### src/rtl/blue_alu_core.sv
// blue_alu_core: A/B accumulator ALU with ZNC flags, iterative shift and multiply.
// Define BLUE_MUL_EN to build the shift-and-add multiplier (opcode 11); otherwise opcode 11 is illegal.
module blue_alu_core #(
  parameter int WIDTH = 16,
  parameter int SHW = $clog2(WIDTH) + 1
) (
  input  logic             clk,
  input  logic             rst_n,
  input  logic             en,
  input  logic             op_valid,
  output logic             op_ready,
  input  logic [3:0]       op,
  input  logic [WIDTH-1:0] imm,
  output logic [WIDTH-1:0] A_out,
  output logic [WIDTH-1:0] B_out,
  output logic [2:0]       znc_out,
  output logic             done,
  output logic             illegal
);
  localparam int CW = $clog2(WIDTH) + 1;
  typedef enum logic [1:0] {
    IDLE,
    SHIFT
`ifdef BLUE_MUL_EN
    , MUL
`endif
  } state_t;
  state_t state;
  logic [CW-1:0] cnt, amt;
  logic [WIDTH-1:0] sr, sh_src, res;
  logic sdir, sh_dir, res_c, wr_a, wr_f, ill, go_sh, go_mul;
  logic [WIDTH:0] sh_nx, sum, dif;
`ifdef BLUE_MUL_EN
  logic [2*WIDTH-1:0] prod, mul_src, mul_nx;
  logic [WIDTH:0] mul_hi;
  // Right-shifting product: multiplier bits leave the low half as partial sums fill the high half
  always_comb begin
    mul_src = state == MUL ? prod : {{WIDTH{1'b0}}, B_out};
    mul_hi = {1'b0, mul_src[2*WIDTH-1:WIDTH]} + (mul_src[0] ? {1'b0, A_out} : '0);
    mul_nx = {mul_hi, mul_src[WIDTH-1:1]};
  end
`endif
  assign op_ready = en && state == IDLE;
  always_comb begin
    sh_src = state == SHIFT ? sr : A_out;
    sh_dir = state == SHIFT ? sdir : op[1];
    sh_nx = sh_dir ? {sh_src[0], 1'b0, sh_src[WIDTH-1:1]} : {sh_src, 1'b0};
    amt = 32'(imm[SHW-1:0]) > 32'(WIDTH) ? CW'(WIDTH) : CW'(imm[SHW-1:0]);
    sum = {1'b0, A_out} + {1'b0, B_out};
    dif = {1'b0, A_out} - {1'b0, B_out};
    res = A_out;
    res_c = 1'b0;
    wr_a = 1'b0;
    ill = 1'b0;
    go_sh = 1'b0;
    go_mul = 1'b0;
    case (op)
      4'd0, 4'd7: ;
      4'd1: begin {res_c, res} = sum; wr_a = 1'b1; end
      4'd2: begin {res_c, res} = dif; wr_a = 1'b1; end
      4'd3: begin res = A_out & B_out; wr_a = 1'b1; end
      4'd4: begin res = A_out | B_out; wr_a = 1'b1; end
      4'd5: begin res = A_out ^ B_out; wr_a = 1'b1; end
      4'd6: begin res = imm; wr_a = 1'b1; end
      4'd8: begin res = B_out; wr_a = 1'b1; end
      4'd9, 4'd10:
        if (amt >= CW'(2)) go_sh = 1'b1;
        else begin
          {res_c, res} = amt == '0 ? {1'b0, A_out} : sh_nx;
          wr_a = 1'b1;
        end
`ifdef BLUE_MUL_EN
      4'd11: go_mul = 1'b1;
`endif
      4'd12: {res_c, res} = dif;
      default: ill = 1'b1;
    endcase
    wr_f = wr_a || op == 4'd12;
  end
  always_ff @(posedge clk or negedge rst_n)
    if (!rst_n) begin
      state <= IDLE;
      A_out <= '0;
      B_out <= '0;
      znc_out <= '0;
      cnt <= '0;
      sr <= '0;
      sdir <= 1'b0;
      done <= 1'b0;
      illegal <= 1'b0;
`ifdef BLUE_MUL_EN
      prod <= '0;
`endif
    end else begin
      done <= 1'b0;
      illegal <= 1'b0;
      if (en)
        case (state)
          IDLE:
            if (op_valid) begin
              if (wr_a) A_out <= res;
              if (wr_f) znc_out <= {res == '0, res[WIDTH-1], res_c};
              if (op == 4'd7) B_out <= imm;
              if (op == 4'd8) B_out <= A_out;
              done <= !(go_sh || go_mul);
              illegal <= ill;
              if (go_sh) begin
                state <= SHIFT;
                sr <= sh_nx[WIDTH-1:0];
                sdir <= op[1];
                cnt <= amt - CW'(1);
              end
`ifdef BLUE_MUL_EN
              if (go_mul) begin
                state <= MUL;
                prod <= mul_nx;
                cnt <= CW'(WIDTH - 1);
              end
`endif
            end
          SHIFT:
            if (cnt == CW'(1)) begin
              A_out <= sh_nx[WIDTH-1:0];
              znc_out <= {sh_nx[WIDTH-1:0] == '0, sh_nx[WIDTH-1], sh_nx[WIDTH]};
              done <= 1'b1;
              state <= IDLE;
            end else begin
              sr <= sh_nx[WIDTH-1:0];
              cnt <= cnt - CW'(1);
            end
`ifdef BLUE_MUL_EN
          MUL:
            if (cnt == CW'(1)) begin
              A_out <= mul_nx[WIDTH-1:0];
              znc_out <= {mul_nx[WIDTH-1:0] == '0, mul_nx[WIDTH-1], |mul_nx[2*WIDTH-1:WIDTH]};
              done <= 1'b1;
              state <= IDLE;
            end else begin
              prod <= mul_nx;
              cnt <= cnt - CW'(1);
            end
`endif
          default: state <= IDLE;
        endcase
    end
endmodule

### config.mk
export PLATFORM = sky130hd
export DESIGN_NAME = blue_alu_core
export DESIGN_NICKNAME = d
export VERILOG_FILES = /design/src/rtl/blue_alu_core.sv
export SDC_FILE = /design/constraint.sdc
export NUM_CORES = 1
export LEC_CHECK = 0
export CAP_MARGIN = 10
export CORE_MARGIN = 3
export CORE_UTILIZATION = 70
export CTS_CLUSTER_DIAMETER = 40
export CTS_CLUSTER_SIZE = 25
export DETAILED_ROUTE_END_ITERATION = 10
export DONT_BUFFER_PORTS = 1
export PLACE_DENSITY = 0.84
export SYNTH_ARGS = -nofsm -noshare
export SYNTH_HDL_FRONTEND = slang
export SYNTH_SLANG_ARGS = --single-unit
### constraint.sdc
create_clock -name clk -period 6.6 [get_ports clk]
set_input_delay 0.66 -clock clk [delete_from_list [all_inputs] [get_ports clk]]
set_output_delay 0.66 -clock clk [all_outputs]
set_load 0.05 [all_outputs]
* Yosys cells after proc, flatten, opt, wreduce, memory -nomap -nowiden *
Cells that the tools add are included.

storage, ports and cells
  register bits after elaboration = 61
  input port bits = 24
  output and inout port bits = 38
  logic and storage cells = 100

operators by class
  add/sub/neg operators = 4
  magnitude comparators = 2
  equality and inequality tests = 19
  mux-type cells = 43
  bitwise logic cells = 3
  reduce and logical (&&, ||, !) cells = 20

operators with widths
  cell                                                                count
  16-bit two-way mux                                                  10
  16-bit one-hot mux with 8 select lines                              1
  16-bit one-hot mux with 2 select lines                              2
  17-bit two-way mux                                                  2
  16-bit zero test                                                    2
  5-bit two-way mux                                                   4
  16-bit by 16-bit adder with 17-bit output                           1
  16-bit by 16-bit subtractor with 17-bit output                      1
  16-bit AND                                                          1
  4-bit by 3-bit == test with 1-bit output, second input constant     4
  4-bit == test, second input constant                                4
  16-bit bitwise OR                                                   1
  16-bit bitwise XOR                                                  1
  5-bit AND reduction                                                 3
  1-bit two-way mux                                                   12
  4-bit AND reduction                                                 3
  12-bit OR reduction                                                 1
  2-bit != test, second input constant                                5
  5-bit one-hot mux with 2 select lines                               1
  5-bit by 1-bit subtractor with 5-bit output, second input constant  2
  3-bit two-way mux                                                   3
  4-bit by 2-bit == test with 1-bit output, second input constant     2
  7-bit OR reduction                                                  1
  2-bit two-way mux                                                   3
  other kinds (18)                                                    21

* Depth between registers and ports, before layout *
  word-level depth = 10
  gate-level depth with buffers = 13
  mapped depth without buffers = 13

* Worst setup path before layout *
No wires, ideal clock.

  path kind = reg2reg
  from = register B_out[0]
  to = register znc_out[2]
  library setup time = 92 ps
  arrival = 3,334 ps
  required time = 6,508 ps
  path slack = 3,174 ps
  stages on the path, launching flop included = 13
  path buffers = 0
  period minus slack after synthesis = 3,426 ps
  cell sequence = dfrtp_1 ha_1 inv_1 fa_1 nor2b_1 o311ai_0 a22o_1 o221a_2 o211ai_1 or4_1 nor4_2 o2111ai_1 o31ai_2

between the ends
  cells in the longest elaborated chain, start to end = 6
  elaborated cells on any way between the ends = 10
  those cells by class = add/sub: 2; mux: 4; bitwise: 3; reduce/logical: 1

ends and longest elaborated chain
  item                                                                          RTL line  RTL
  from (decl)                                                                   15        output logic [WIDTH-1:0] B_out,
  from (signal assigned)                                                        103       if (op == 4'd7) B_out <= imm;
  from (signal assigned)                                                        104       if (op == 4'd8) B_out <= A_out;
  16-bit by 16-bit subtractor with 17-bit output, or another cell as far along  50        dif = {1'b0, A_out} - {1'b0, B_out};
  16-bit one-hot mux with 8 select lines (*)                                    57        case (op)
  16-bit zero test (*)                                                          102       if (wr_f) znc_out <= {res == '0, res[WIDTH-1], res_c};
  3-bit two-way mux (*)                                                         102
  3-bit two-way mux (*)                                                         100       if (op_valid) begin
  3-bit one-hot mux with 2 select lines (*)                                     98        case (state)
  to (signal assigned)                                                          102
  to (signal assigned)                                                          124       znc_out <= {sh_nx[WIDTH-1:0] == '0, sh_nx[WIDTH-1], sh_nx[WIDTH]};
  to (decl)                                                                     16        output logic [2:0] znc_out,

Every way passes the cells marked *; elsewhere a longest branch is shown, timed or not. The select of a mux whose other input is x is not followed.
A chain may end at the register's enable or synchronous reset.

* Worst setup path in the final report *
  from = register A_out[0]
  to = register A_out[14]

between the ends
  cells in the longest elaborated chain, start to end = 5
  elaborated cells on any way between the ends = 6
  those cells by class = add/sub: 2; mux: 4

ends and longest elaborated chain
  item                                                                                                                RTL line  RTL
  from (decl)                                                                                                         14        output logic [WIDTH-1:0] A_out,
  from (signal assigned)                                                                                              101       if (wr_a) A_out <= res;
  from (signal assigned)                                                                                              123       A_out <= sh_nx[WIDTH-1:0];
  16-bit by 16-bit subtractor with 17-bit output / 16-bit by 16-bit adder with 17-bit output (equally long branches)  50, 49
  16-bit one-hot mux with 8 select lines (*)                                                                          57
  16-bit two-way mux (*)                                                                                              101
  16-bit two-way mux (*)                                                                                              100
  16-bit one-hot mux with 2 select lines (*)                                                                          98

Marks and branches as above.

==> flow_metrics.env <==
export IMPL_run_status="complete, no violations"
export IMPL_synth_seq_area_share_pct=22.60
export IMPL_cts_resized=0
export IMPL_clk_latency_ns=0.37
export IMPL_synth_net_count=918
export IMPL_cts_tree="yes"
export IMPL_clkPwrFrac_pct=11.8
export IMPL_layout_drive_gt1_share_pct=8.755
export IMPL_drv_slew=0
export IMPL_synth_edf_count=0
export IMPL_seqPwrFrac_pct=33.3
export IMPL_ys_warn_count=0
export IMPL_synth_distinct_cells=73
export IMPL_r2r_cells=13
export IMPL_place_gp_congestion=1.153
export IMPL_initial_utilization_pct=74.00
export IMPL_area_growth_pct=4.426
export IMPL_grt_max_degree=52
export IMPL_cts_root_buf="clkbuf_8"
export IMPL_max_freq_mhz=225.0
export IMPL_drc=0
export IMPL_hold_path_class="input port to asynchronous set/reset pin"
export IMPL_hpwl_um=16490
export IMPL_portBuffers=0
export IMPL_syn_area_sq_um=6643
export IMPL_syn_avg_cell_area_sq_um=7.936
export IMPL_num_fill_cells=637
export IMPL_fin_skew_ns=0.01470
export IMPL_hold_buffers=2
export IMPL_rsz0062_at_grt="false"
export IMPL_vias=7091
export IMPL_placeableCoreArea_sq_um=8976
export IMPL_clk_pin_slew_worst_paths_ns=0.09
export IMPL_gr_total_overflow=0
export IMPL_cts_setup_buffers=0
export IMPL_via_per_inst=7.568
export IMPL_p_leak_nw=2.988
export IMPL_clock_path_buffers=2
export IMPL_routedWlPerCell_um=25.07
export IMPL_maxCapViolCount=0
export IMPL_worstSetupStartpointType="register"
export IMPL_p_sw_mw=1.912
export IMPL_setup_viol=0
export IMPL_num_rows=34
export IMPL_final_seq_area_sq_um=1501
export IMPL_rrSetupSlack_ns=2.16
export IMPL_wl_um=23500
export IMPL_fin_util_pct=77.28
export IMPL_multiInputGateArea_sq_um=4732
export IMPL_drtAntennaViolNets=0
export IMPL_die_h_um=103.4
export IMPL_r2r_start="A_out[0]$_DFFE_PN0P_"
export IMPL_crit_required_ns=6.85
export IMPL_p_per_area_nw_per_um2=482.0
export IMPL_grt_usage_pct=44.23
export IMPL_antenna_found_initial=0
export IMPL_whs_ns=0.1131
export IMPL_worst_pin_slew_ns=1.049
export IMPL_r2r_end="A_out[14]$_DFFE_PN0P_"
export IMPL_p_comb_share_pct=55.0
export IMPL_cts_htree_levels=3
export IMPL_dr_pass1_iters=7
export IMPL_setup_tns_ns=0
export IMPL_relSlewSlack_pct=29.90
export IMPL_final_cell_mix="nor2_1, nand2_1, a21oi_1, dfrtp_1, inv_1"
export IMPL_final_nets=887
export IMPL_crit_arrival_ns=4.70
export IMPL_grt_pass1_wl_um=36090
export IMPL_end_kind="register"
export IMPL_finalCriticalPeriod_ns=4.444
export IMPL_criticalPathCategory="register to register"
export IMPL_numClockSinks=60
export IMPL_intPower_mw=1.432
export IMPL_first_global_vias=6727
export IMPL_synthArstFlopShare_pct=100.0
export IMPL_synthFlopType="dfrtp_1"
export IMPL_syn_inst=837
export IMPL_drt_iter0_markers=1186
export IMPL_cts_buffers=9
export IMPL_fp_dieW_um=103.4
export IMPL_ir_drop_uv=283.8
export IMPL_layout_commonest_cell="nor2_1"
export IMPL_hold_viol_final=0
export IMPL_antennaDiodeCount=0
export IMPL_worstPathMaxFanout=8
export IMPL_pin_count=62
export IMPL_ys_ff_latch=60
export IMPL_post_route_period_util_pct=67.33
export IMPL_p_sw_share_pct=57.17
export IMPL_dieArea_sq_um=10690
per-stage QoR:
| step | std cells | instance area [sq um] | worst slack, ns | power, mW |
|---|---|---|---|---|
| final | 937 | 6937 | 2.156 | 3.344 |
| after floorplan | 837 | 6643 | 3.174 | 2.348 |
| after global routing | 937 | 6937 | 1.944 | 3.519 |
| after CTS | 936 | 6927 | 2.446 | 3.240 |
| after global placement | 918 | 6680 | 2.494 | 2.771 |
| after detailed placement | 918 | 6680 | 2.447 | 2.840 |
layout make-up:
cell class	instances	share of cell area (%)
multi-input cells	664	68.22
inverters	59	3.193
well taps	126	2.273
repair buffers	12	1.551
flip-flops and latches	60	21.65
clock buffers	10	1.840
clock inverters	6	1.281
registers in the layout (all words and copies together) (netlist names):
signal / count
A_out: 16
B_out: 16
cnt: 5
done: 1
illegal: 1
sdir: 1
sr: 16
state: 1
znc_out: 3
worst max-delay path, cell delays in order (launching register included):
cell and delay (ns):
dfrtp_1 0.68, inv_1 0.21, ha_1 0.21, inv_1 0.07, fa_1 0.40, nor2b_1 0.16
o311ai_0 0.74, o21ai_0 0.35, o21ai_0 0.56, nor2_1 0.11, a211oi_1 0.23, a21oi_1 0.13
a21bo_2 0.22, mux2_2 0.25
cells in the mapped netlist, drive strengths merged, types with 6 or more instances:
library cell  instances  area, sq um
a22o                  6        52.55
a32oi                 8        70.07
nor4                  6        43.79
dfrtp                60         1501
mux2i                48        480.5
nand2                67        251.5
nor4b                 6        52.55
a21oi                63        315.3
nor2b                17        106.4
nand4                 6        37.54
a31oi                11        68.82
a221oi               13        131.4
clkbuf               43        161.4
a2111oi               6        65.06
ha                   55        688.2
mux2                 23        259.0
nor3                 14        70.07
o31ai                 8        65.06
a22oi                10        75.07
nand2b               19        118.9
a211oi               11        82.58
nand3                15        75.07
inv                  59        221.5
nor2                 72        270.3
and2                  8        50.05
o21ai                58        294.0
a21o                 10        75.07
o211ai               12        90.09
buf                  11        53.80
how the worst max path moves through the flow:
stage	from	end	cells past startpoint
global placement	A_out[0]$_DFFE_PN0P_	A_out[14]$_DFFE_PN0P_	13
floorplan	B_out[0]$_DFFE_PN0P_	znc_out[2]$_DFFE_PN0P_	12
finish	A_out[0]$_DFFE_PN0P_	A_out[14]$_DFFE_PN0P_	13
CTS	A_out[0]$_DFFE_PN0P_	A_out[14]$_DFFE_PN0P_	13
detailed placement	A_out[0]$_DFFE_PN0P_	A_out[14]$_DFFE_PN0P_	13
global route	A_out[0]$_DFFE_PN0P_	A_out[14]$_DFFE_PN0P_	13
kinds of logic after synthesis:
kind of cell / after synthesis / share of synthesized area (%)
fa+ha+maj: 58 / 11.13
compound gates: 273 / 28.59
buf+inv: 113 / 6.574
mux: 71 / 11.13
xor+xnor: 6 / 0.7911
simple gates: 256 / 19.18
flops: 60 / 22.60
power groups by stage:
stage / clock network, mW / registers [mW] / logic (mW)
after floorplan: 0 / 0.990 / 1.36
after global placement: 0 / 1.09 / 1.68
after detailed placement: 0 / 1.11 / 1.73
after CTS: 0.387 / 1.10 / 1.75
after global routing: 0.402 / 1.14 / 1.98
final: 0.394 / 1.11 / 1.84
routing by layer:
layer | track usage [%] | routed length (um) | vias up | part of all wire, %
met5 | 0 | 14 | - | 0.060
met4 | 24.40 | 1517 | 2 | 6.5
met3 | 11.54 | 3211 | 148 | 14
met2 | 67.40 | 10210 | 627 | 43
met1 | 56.90 | 8540 | 3292 | 36
li1 | - | - | 3022 | -
No activity file was read; power rests on OpenSTA's default activity.
